<file path="config.mk">
export PLATFORM = sky130hd
export DESIGN_NAME = multi_signal_generator
export DESIGN_NICKNAME = d
export VERILOG_FILES = /design/src/rtl/multi_signal_generator.sv
export SDC_FILE = /design/constraint.sdc
export NUM_CORES = 2
export LEC_CHECK = 0
export BUFFER_PORTS_ARGS = -buffer_cell sky130_fd_sc_hd__buf_2
export CORE_MARGIN = 5
export CORE_UTILIZATION = 40
export DETAILED_ROUTE_END_ITERATION = 8
export SLEW_MARGIN = 20
export SYNTH_ARGS = -nofsm -noshare
export SYNTH_HDL_FRONTEND = slang
export SYNTH_SLANG_ARGS = --single-unit
export TNS_END_PERCENT = 10
</file>
<file path="constraint.sdc">
create_clock -name clk -period 17.2 [get_ports clk]
set_input_delay 2.58 -clock clk [delete_from_list [all_inputs] [get_ports clk]]
set_output_delay 2.58 -clock clk [all_outputs]
set_load 0.005 [all_outputs]
</file>
<file path="src/rtl/multi_signal_generator.sv">
// Multi-channel tick divider: every channel counts rising edges of a shared tick
// strobe and drives a continuous, one-shot or toggling pulse train.
module multi_signal_generator #(
  parameter int CHANNELS       = 4,
  parameter int CH_W           = 2,
  parameter int CNT_W          = 32,
  parameter int DEFAULT_PERIOD = 2,
  parameter int DEFAULT_WIDTH  = 1
) (
  input  logic                clk,
  input  logic                rst_n,
  input  logic                tick,
  input  logic                cfg_we,
  input  logic [CH_W-1:0]     cfg_ch,
  input  logic [CNT_W-1:0]    cfg_period,
  input  logic [CNT_W-1:0]    cfg_width,
  input  logic [1:0]          cfg_mode,
  input  logic [CHANNELS-1:0] ch_enable,
  output logic [CHANNELS-1:0] out,
  output logic [CHANNELS-1:0] done,
  output logic                busy
);

  typedef enum logic [1:0] {ST_IDLE, ST_RUN, ST_DONE} state_t;

  localparam logic [1:0] MODE_OFF     = 2'd0;
  localparam logic [1:0] MODE_CONT    = 2'd1;
  localparam logic [1:0] MODE_ONESHOT = 2'd2;
  localparam logic [1:0] MODE_TOGGLE  = 2'd3;

  localparam logic [CNT_W-1:0] RST_PERIOD = CNT_W'(DEFAULT_PERIOD);
  localparam logic [CNT_W-1:0] RST_WIDTH  = CNT_W'(DEFAULT_WIDTH);

  logic                tick_q;
  logic                tick_rise;
  logic [CHANNELS-1:0] next_run;

  assign tick_rise = tick & ~tick_q;

  always_ff @(posedge clk or negedge rst_n) begin
    if (!rst_n) begin
      tick_q <= 1'b0;
      busy   <= 1'b0;
    end else begin
      tick_q <= tick;
      busy   <= |next_run;
    end
  end

  for (genvar i = 0; i < CHANNELS; i++) begin : g_ch
    state_t           state, state_nxt;
    logic [CNT_W-1:0] count, count_nxt;
    logic [CNT_W-1:0] period, period_nxt;
    logic [CNT_W-1:0] width, width_nxt;
    logic [1:0]       mode, mode_nxt;
    logic             out_q, out_nxt;
    logic             done_q, done_nxt;
    logic [CNT_W-1:0] p_eff, w_eff;
    logic             wrap, wr_hit, run_ok;

    assign wr_hit = cfg_we && (int'(cfg_ch) == i);
    assign p_eff  = (period == '0) ? CNT_W'(1) : period;
    assign w_eff  = (width > p_eff) ? p_eff : width;
    assign wrap   = (count == p_eff - CNT_W'(1));
    assign run_ok = ch_enable[i] && (mode != MODE_OFF);

    // The output reflects the position of the tick just counted: high for the
    // last W ticks of each period, so it uses the counter value before the step.
    always_comb begin
      state_nxt  = state;
      count_nxt  = count;
      period_nxt = period;
      width_nxt  = width;
      mode_nxt   = mode;
      out_nxt    = out_q;
      done_nxt   = 1'b0;
      if (wr_hit) begin
        period_nxt = cfg_period;
        width_nxt  = cfg_width;
        mode_nxt   = cfg_mode;
        count_nxt  = '0;
        out_nxt    = 1'b0;
        state_nxt  = (ch_enable[i] && cfg_mode != MODE_OFF) ? ST_RUN : ST_IDLE;
      end else begin
        case (state)
          ST_IDLE: begin
            out_nxt = 1'b0;
            if (run_ok) begin
              state_nxt = ST_RUN;
              count_nxt = '0;
            end
          end
          ST_RUN: begin
            if (!run_ok) begin
              state_nxt = ST_IDLE;
              count_nxt = '0;
              out_nxt   = 1'b0;
            end else if (tick_rise) begin
              count_nxt = wrap ? '0 : count + CNT_W'(1);
              if (mode == MODE_TOGGLE) begin
                if (wrap) out_nxt = ~out_q;
              end else begin
                out_nxt = (count >= p_eff - w_eff);
              end
              if (mode == MODE_ONESHOT && wrap) begin
                state_nxt = ST_DONE;
                done_nxt  = 1'b1;
              end
            end
          end
          ST_DONE: begin
            out_nxt = 1'b0;
            if (!run_ok) begin
              state_nxt = ST_IDLE;
              count_nxt = '0;
            end
          end
          default: begin
            state_nxt = ST_IDLE;
            count_nxt = '0;
            out_nxt   = 1'b0;
          end
        endcase
      end
    end

    always_ff @(posedge clk or negedge rst_n) begin
      if (!rst_n) begin
        state  <= ST_IDLE;
        count  <= '0;
        period <= RST_PERIOD;
        width  <= RST_WIDTH;
        mode   <= MODE_CONT;
        out_q  <= 1'b0;
        done_q <= 1'b0;
      end else begin
        state  <= state_nxt;
        count  <= count_nxt;
        period <= period_nxt;
        width  <= width_nxt;
        mode   <= mode_nxt;
        out_q  <= out_nxt;
        done_q <= done_nxt;
      end
    end

    assign out[i]      = out_q;
    assign done[i]     = done_q;
    assign next_run[i] = (state_nxt == ST_RUN);
  end

endmodule
</file>
# Word level (Yosys, flattened, before mapping)
# Index checks and enable logic that the tools add are counted.
# totals
ff_bits	410
in_bits	76
elab_cells	250
# classes
n_bitwise	6
addsub	12
eq_ne	43
reduce_logical	39
order_cmp	8
n_mux	112
# op_table
operator	n
$mux W32	32
$pmux W32 S3	4
$add A32 B1 Y32 const B	4
$eq A32 B32 Y1	4
$ge A32 B32 Y1	4
$gt A32 B32 Y1	4
$logic_not A32 Y1	4
$sub A32 B1 Y32 const B	4
$sub A32 B32 Y32	4
$mux W1	48
$mux W2	24
$eq A2 B2 Y1 const B	14
$ne A3 B3 Y1 const B	8
$pmux W2 S3	4
$ne A5 B5 Y1 const B	4
$eq A2 B1 Y1 const B	9
$logic_and A1 B1 Y1	16
$ne A4 B4 Y1 const B	4
$reduce_and A3 Y1	4
$logic_not A2 Y1	5
$reduce_bool A2 Y1	5
$reduce_and A2 Y1	4
$not A1 Y1	5
$reduce_or A4 Y1	1
$and A1 B1 Y1	1

# Longest topological paths before layout
# depth
depth_word	12
mapped_depth	42
ltp_nobuf	40

# Least setup slack after synthesis
# No wires, ideal clock.
# synth_timing
kind	register to register
startpoint	register g_ch[0].period[13]
endpoint	register g_ch[0].out_q
n_path_buf	4
arrival_ns	7.579
setup_ns	0.126
path_stages_with_launch	43
synth_period_minus_slack_ns	7.705
t_required_ns	17.074
path_slack_ns	9.495
cell_sequence	dfrtp_1 > buf_6 > or4_4 > buf_6 > nor4_1 > and4_1 > buf_2 > a21oi_1 > inv_1 > ha_1 > nor2b_1 > o21a_1 > o21a_1 > o21a_1 > o21a_1 > o21ai_0 > nand4_1 > a211oi_1 > [7 not listed] > o211ai_1 > o2bb2ai_1 > o21ai_0 > a21oi_1 > o21ai_0 > a21o_1 > a21oi_1 > xor2_1 > ha_1 > and4_1 > a21oi_1 > nand2_1 > a2111oi_0 > a21oi_1 > nor4_1 > o211ai_1 > nand3_1 > a21oi_1
# synth_via
elab_chain_len	11
elab_cells_between_ends	15
cone_classes	add/sub (2); order compare (2); eq/ne (2); mux (7); reduce/logical (2)
# synth_rtl
element	line	source
start, declared	53	logic [CNT_W-1:0] period, period_nxt;
start signal, assigned	139	period <= period_nxt;
$logic_not A32 Y1	62	assign p_eff = (period == '0) ? CNT_W'(1) : period;
$mux W32 *	62	
$gt A32 B32 Y1	63	assign w_eff = (width > p_eff) ? p_eff : width;
$mux W32	63	
$sub A32 B32 Y32	103	out_nxt = (count >= p_eff - w_eff);
$ge A32 B32 Y1	103	
$mux W1	100	if (mode == MODE_TOGGLE) begin
$mux W1	98	end else if (tick_rise) begin
$mux W1	94	if (!run_ok) begin
$mux W1	85	case (state)
$mux W1	77	if (wr_hit) begin
end signal, assigned	142	out_q <= out_nxt;
end, declared	56	logic out_q, out_nxt;
# Every way passes the cells marked *; elsewhere a longest branch is shown, timed or not. The select of a mux whose other input is x is not followed.
# A chain may end at the register's enable or synchronous reset.

# Final worst setup path
# layout_timing
startpoint	register g_ch[3].period[25]
endpoint	register g_ch[3].out_q
# layout_via
elab_chain_len	11
elab_cells_between_ends	15
cone_classes	add/sub (2); order compare (2); eq/ne (2); mux (7); reduce/logical (2)
# layout_rtl
element	line
start, declared	53
start signal, assigned	139
$logic_not A32 Y1	62
$mux W32 *	62
$gt A32 B32 Y1	63
$mux W32	63
$sub A32 B32 Y32	103
$ge A32 B32 Y1	103
$mux W1	100
$mux W1	98
$mux W1	94
$mux W1	85
$mux W1	77
end signal, assigned	142
end, declared	56
# Marks and branches as above.

==> reports/metrics.cfg <==
[outcome]
status = completed

[job]
cap_violations = 0

[floorplan]
die-area_sq_um = 94400
num_io_pins = 85
die_h_um = 307
die_w_um = 307
core_sq_um = 88100
row_count = 109
start_util_pct = 40.1

[logic_synthesis]
yosys.area.top_type = dfrtp_1
synth_cell_types = 83
synth_area_sq_um = 35300
synthCells = 4328
synth-seq-cells = 410
async_reset_ff_share_pct = 100
postSynthAreaPerCell_sq_um = 8.17
synth_top_area_share_pct = 28.2
syn_nets = 4796
yosysSeqAreaShare_pct = 29.1
ys_top_cells_by_area = dfrtp_1 28%, ha_1 14%, nand2_1 6.6%
ys.warnings.count = 0
synth_edf_count = 0
synthFlopType = dfrtp_1

[global_route]
grt_pass1_wl_um = 182000
overflow = 0
grt_pass1_vias = 29688
grt_start_max_net_pins = 165
grt.total_usage_pct = 24.8
antenna_found_initial = 12

[route]
drc = 0
viasPerCell = 5.76
avgRoutedWirePerCell_um = 22.2
drt_wl_total_um = 120000
first_iter_violations = 2739
vias = 31198
antenna_left = 0
drt-pass1-iter-count = 6

[sta]
period_needed_ns = 9.51
setup_viol = 0
fmax_mhz = 105
worst_pin_slew_ns = 1.14
worst_hold_slack_ns = 0.482
post-route-period-util_pct = 55.3
finClkSkew_ns = 0.0363
maxSlewHeadroom_pct = 23.5
hold_viol = 0
drv_slew = 0
rsz0062_at_grt = false
setup_tns_ns = 0

[clock_tree]
htree_num_levels = 2
cts.clk_slew.worst_paths_ns = 0.07
cts.path.max_buffers = 3
cts_tree = done
cts_buffers = 50
ctsHoldBuffers = 0
clk_latency_ns = 0.62
cts.sinks = 410
clockRootBuffer = clkbuf_16
post-cts-setup-buffers = 0
cts_resized = 0

[layout]
nets = 4674
fill_cells = 8968
multiInputGateArea_sq_um = 23300
seq_area_sq_um = 10300
area_growth_pct = 7.86
drive_gt1_share_pct = 7.35

[setup_path]
crit_top_cell = o21ai_0
max_stage_delay_ns = 0.81
crit_fanout = 33
critPathCaptureType = register
worst-endpoint-arrival_ns = 10.01
cp-start-kind = register
cp_slowest_cell = a2111oi_0
path_class = reg -> reg
cp.required_ns = 17.70

[min_path]
hp-class = reg -> reg

[pwr]
p_per_area_nw_per_um2 = 124
vdd_drop_max_mv = 0.0807
leakage_nw = 17.5
power.total_w = 0.00473

[placed_design]
dp_hpwl_um = 91200
place_congestion = 0.947
io_buffers = 84

report_power, final:
part	switching, W	leakage [nW]	total [W]	internal (W)
combinational	0.00133	11.4	0.00235	0.00102
sequential	0.000187	5.25	0.00126	0.00107
clock	0.000464	0.830	0.00112	0.000656
total	0.00198	17.5	0.00473	0.00275
sequential cells by signal (all words and copies together), names as in the netlist:
signal	flops
g_ch.out_q	4
g_ch.period	128
tick_q	1
g_ch.done_q	4
g_ch.state	8
busy	1
g_ch.count	128
g_ch.mode	8
g_ch.width	128
layer usage:
| metal | part of all wire [%] | up-vias | global-route usage [%] |
|---|---|---|---|
| met1 | 46 | 14973 | 35.6 |
| met2 | 42 | 906 | 37.3 |
| li1 | - | 15136 | - |
| met3 | 7.6 | 179 | 5.16 |
| met5 | 0.017 | - | 0 |
| met4 | 3.8 | 4 | 8.19 |
cell families after synthesis:
group,synth area share [%]
fa+ha+maj,14.0
mux,4.73
simple gates,21.6
xor+xnor,7.09
flops,29.1
buf+inv,5.40
compound gates,18.1
through the flow:
stage / instance area (sq um) / std cells / worst slack, ns / utilization (%)
after global placement: 36400 / 5319 / 8.17 / 41.3
after detailed placement: 36400 / 5319 / 8.03 / 41.3
after floorplan: 35300 / 4328 / 9.49 / -
after CTS: 38100 / 5411 / 7.94 / 43.3
after global routing: 38100 / 5411 / 7.08 / 43.3
final: 38100 / 5412 / 7.69 / 43.3
placed cells by master, fill, tap and decap left out, drive strengths merged, types with 61 or more instances in the layout:
cell	netlist	routed
nand2b	78	78
dfrtp	398	398
and3	85	85
ha	388	388
nand4	86	86
inv	199	202
buf	36	117
nand3	118	118
clkbuf	254	62
nand2	619	619
a21oi	190	190
nor2	204	204
o21ai	416	416
a21o	117	117
xor2	125	125
nor3	80	80
mux2i	123	123
xnor2	161	161
nor2b	61	61
layout make-up:
cell class | count | share of cell area [%]
diodes | 1 | 0.00656
clock buffers | 62 | 3.59
clock inverters | 30 | 0.866
inverters | 199 | 1.96
multi-input cells | 3428 | 61.0
flip-flops and latches | 410 | 27.0
well taps | 1165 | 3.82
repair buffers | 117 | 1.81
path summary, 6_finish.rpt:
path / start / end / slack, ns / cells after the start
max: g_ch[3].period[25] / g_ch[3].out_q / 7.69 / 41
min: g_ch[1].mode[0] / g_ch[1].mode[0] / 0.48 / 2
max reg2reg: g_ch[3].period[25] / g_ch[3].out_q / 7.69 / 41
min reg2reg: g_ch[1].mode[0] / g_ch[1].mode[0] / 0.48 / 2
max in group asynchronous: rst_n / busy / 13.20 / 3
min in group asynchronous: rst_n / g_ch[3].count[7] / 1.95 / 1
worst max-delay path: cells and delay by family (launching register included):
| kind | cells | cell delay [ns] |
|---|---|---|
| AND/OR/NAND/NOR | 12 | 2.65 |
| buffers and inverters | 2 | 0.39 |
| multiplexers | 1 | 0.37 |
| XOR/XNOR | 1 | 0.13 |
| flip-flops | 1 | 0.46 |
| adder cells (fa/ha/maj) | 3 | 0.66 |
| AO/OA/AOI/OAI | 22 | 4.68 |
synthesized netlist by cell type (all sizes together) (6+ instances only):
master,n
nand2,619
o21ai,416
dfrtp,398
ha,388
clkbuf,254
nor2,204
inv,199
a21oi,190
xnor2,161
xor2,125
mux2i,123
nand3,118
a21o,117
nand4,86
and3,85
nor3,80
nand2b,78
nor2b,61
nor4,53
o21a,40
o31ai,40
mux2,39
buf,36
o211ai,29
a31oi,28
or4,28
or3,27
a211oi,22
nor3b,22
or2,21
and4,20
a2111oi,19
and2,17
o21bai,15
a211o,14
o41ai,13
dfstp,12
nand3b,10
nor4b,9
a21boi,8
a31o,8
o2111ai,8
a221oi,6
nand4b,6
Note: power is estimated with default switching activity, not from simulation.
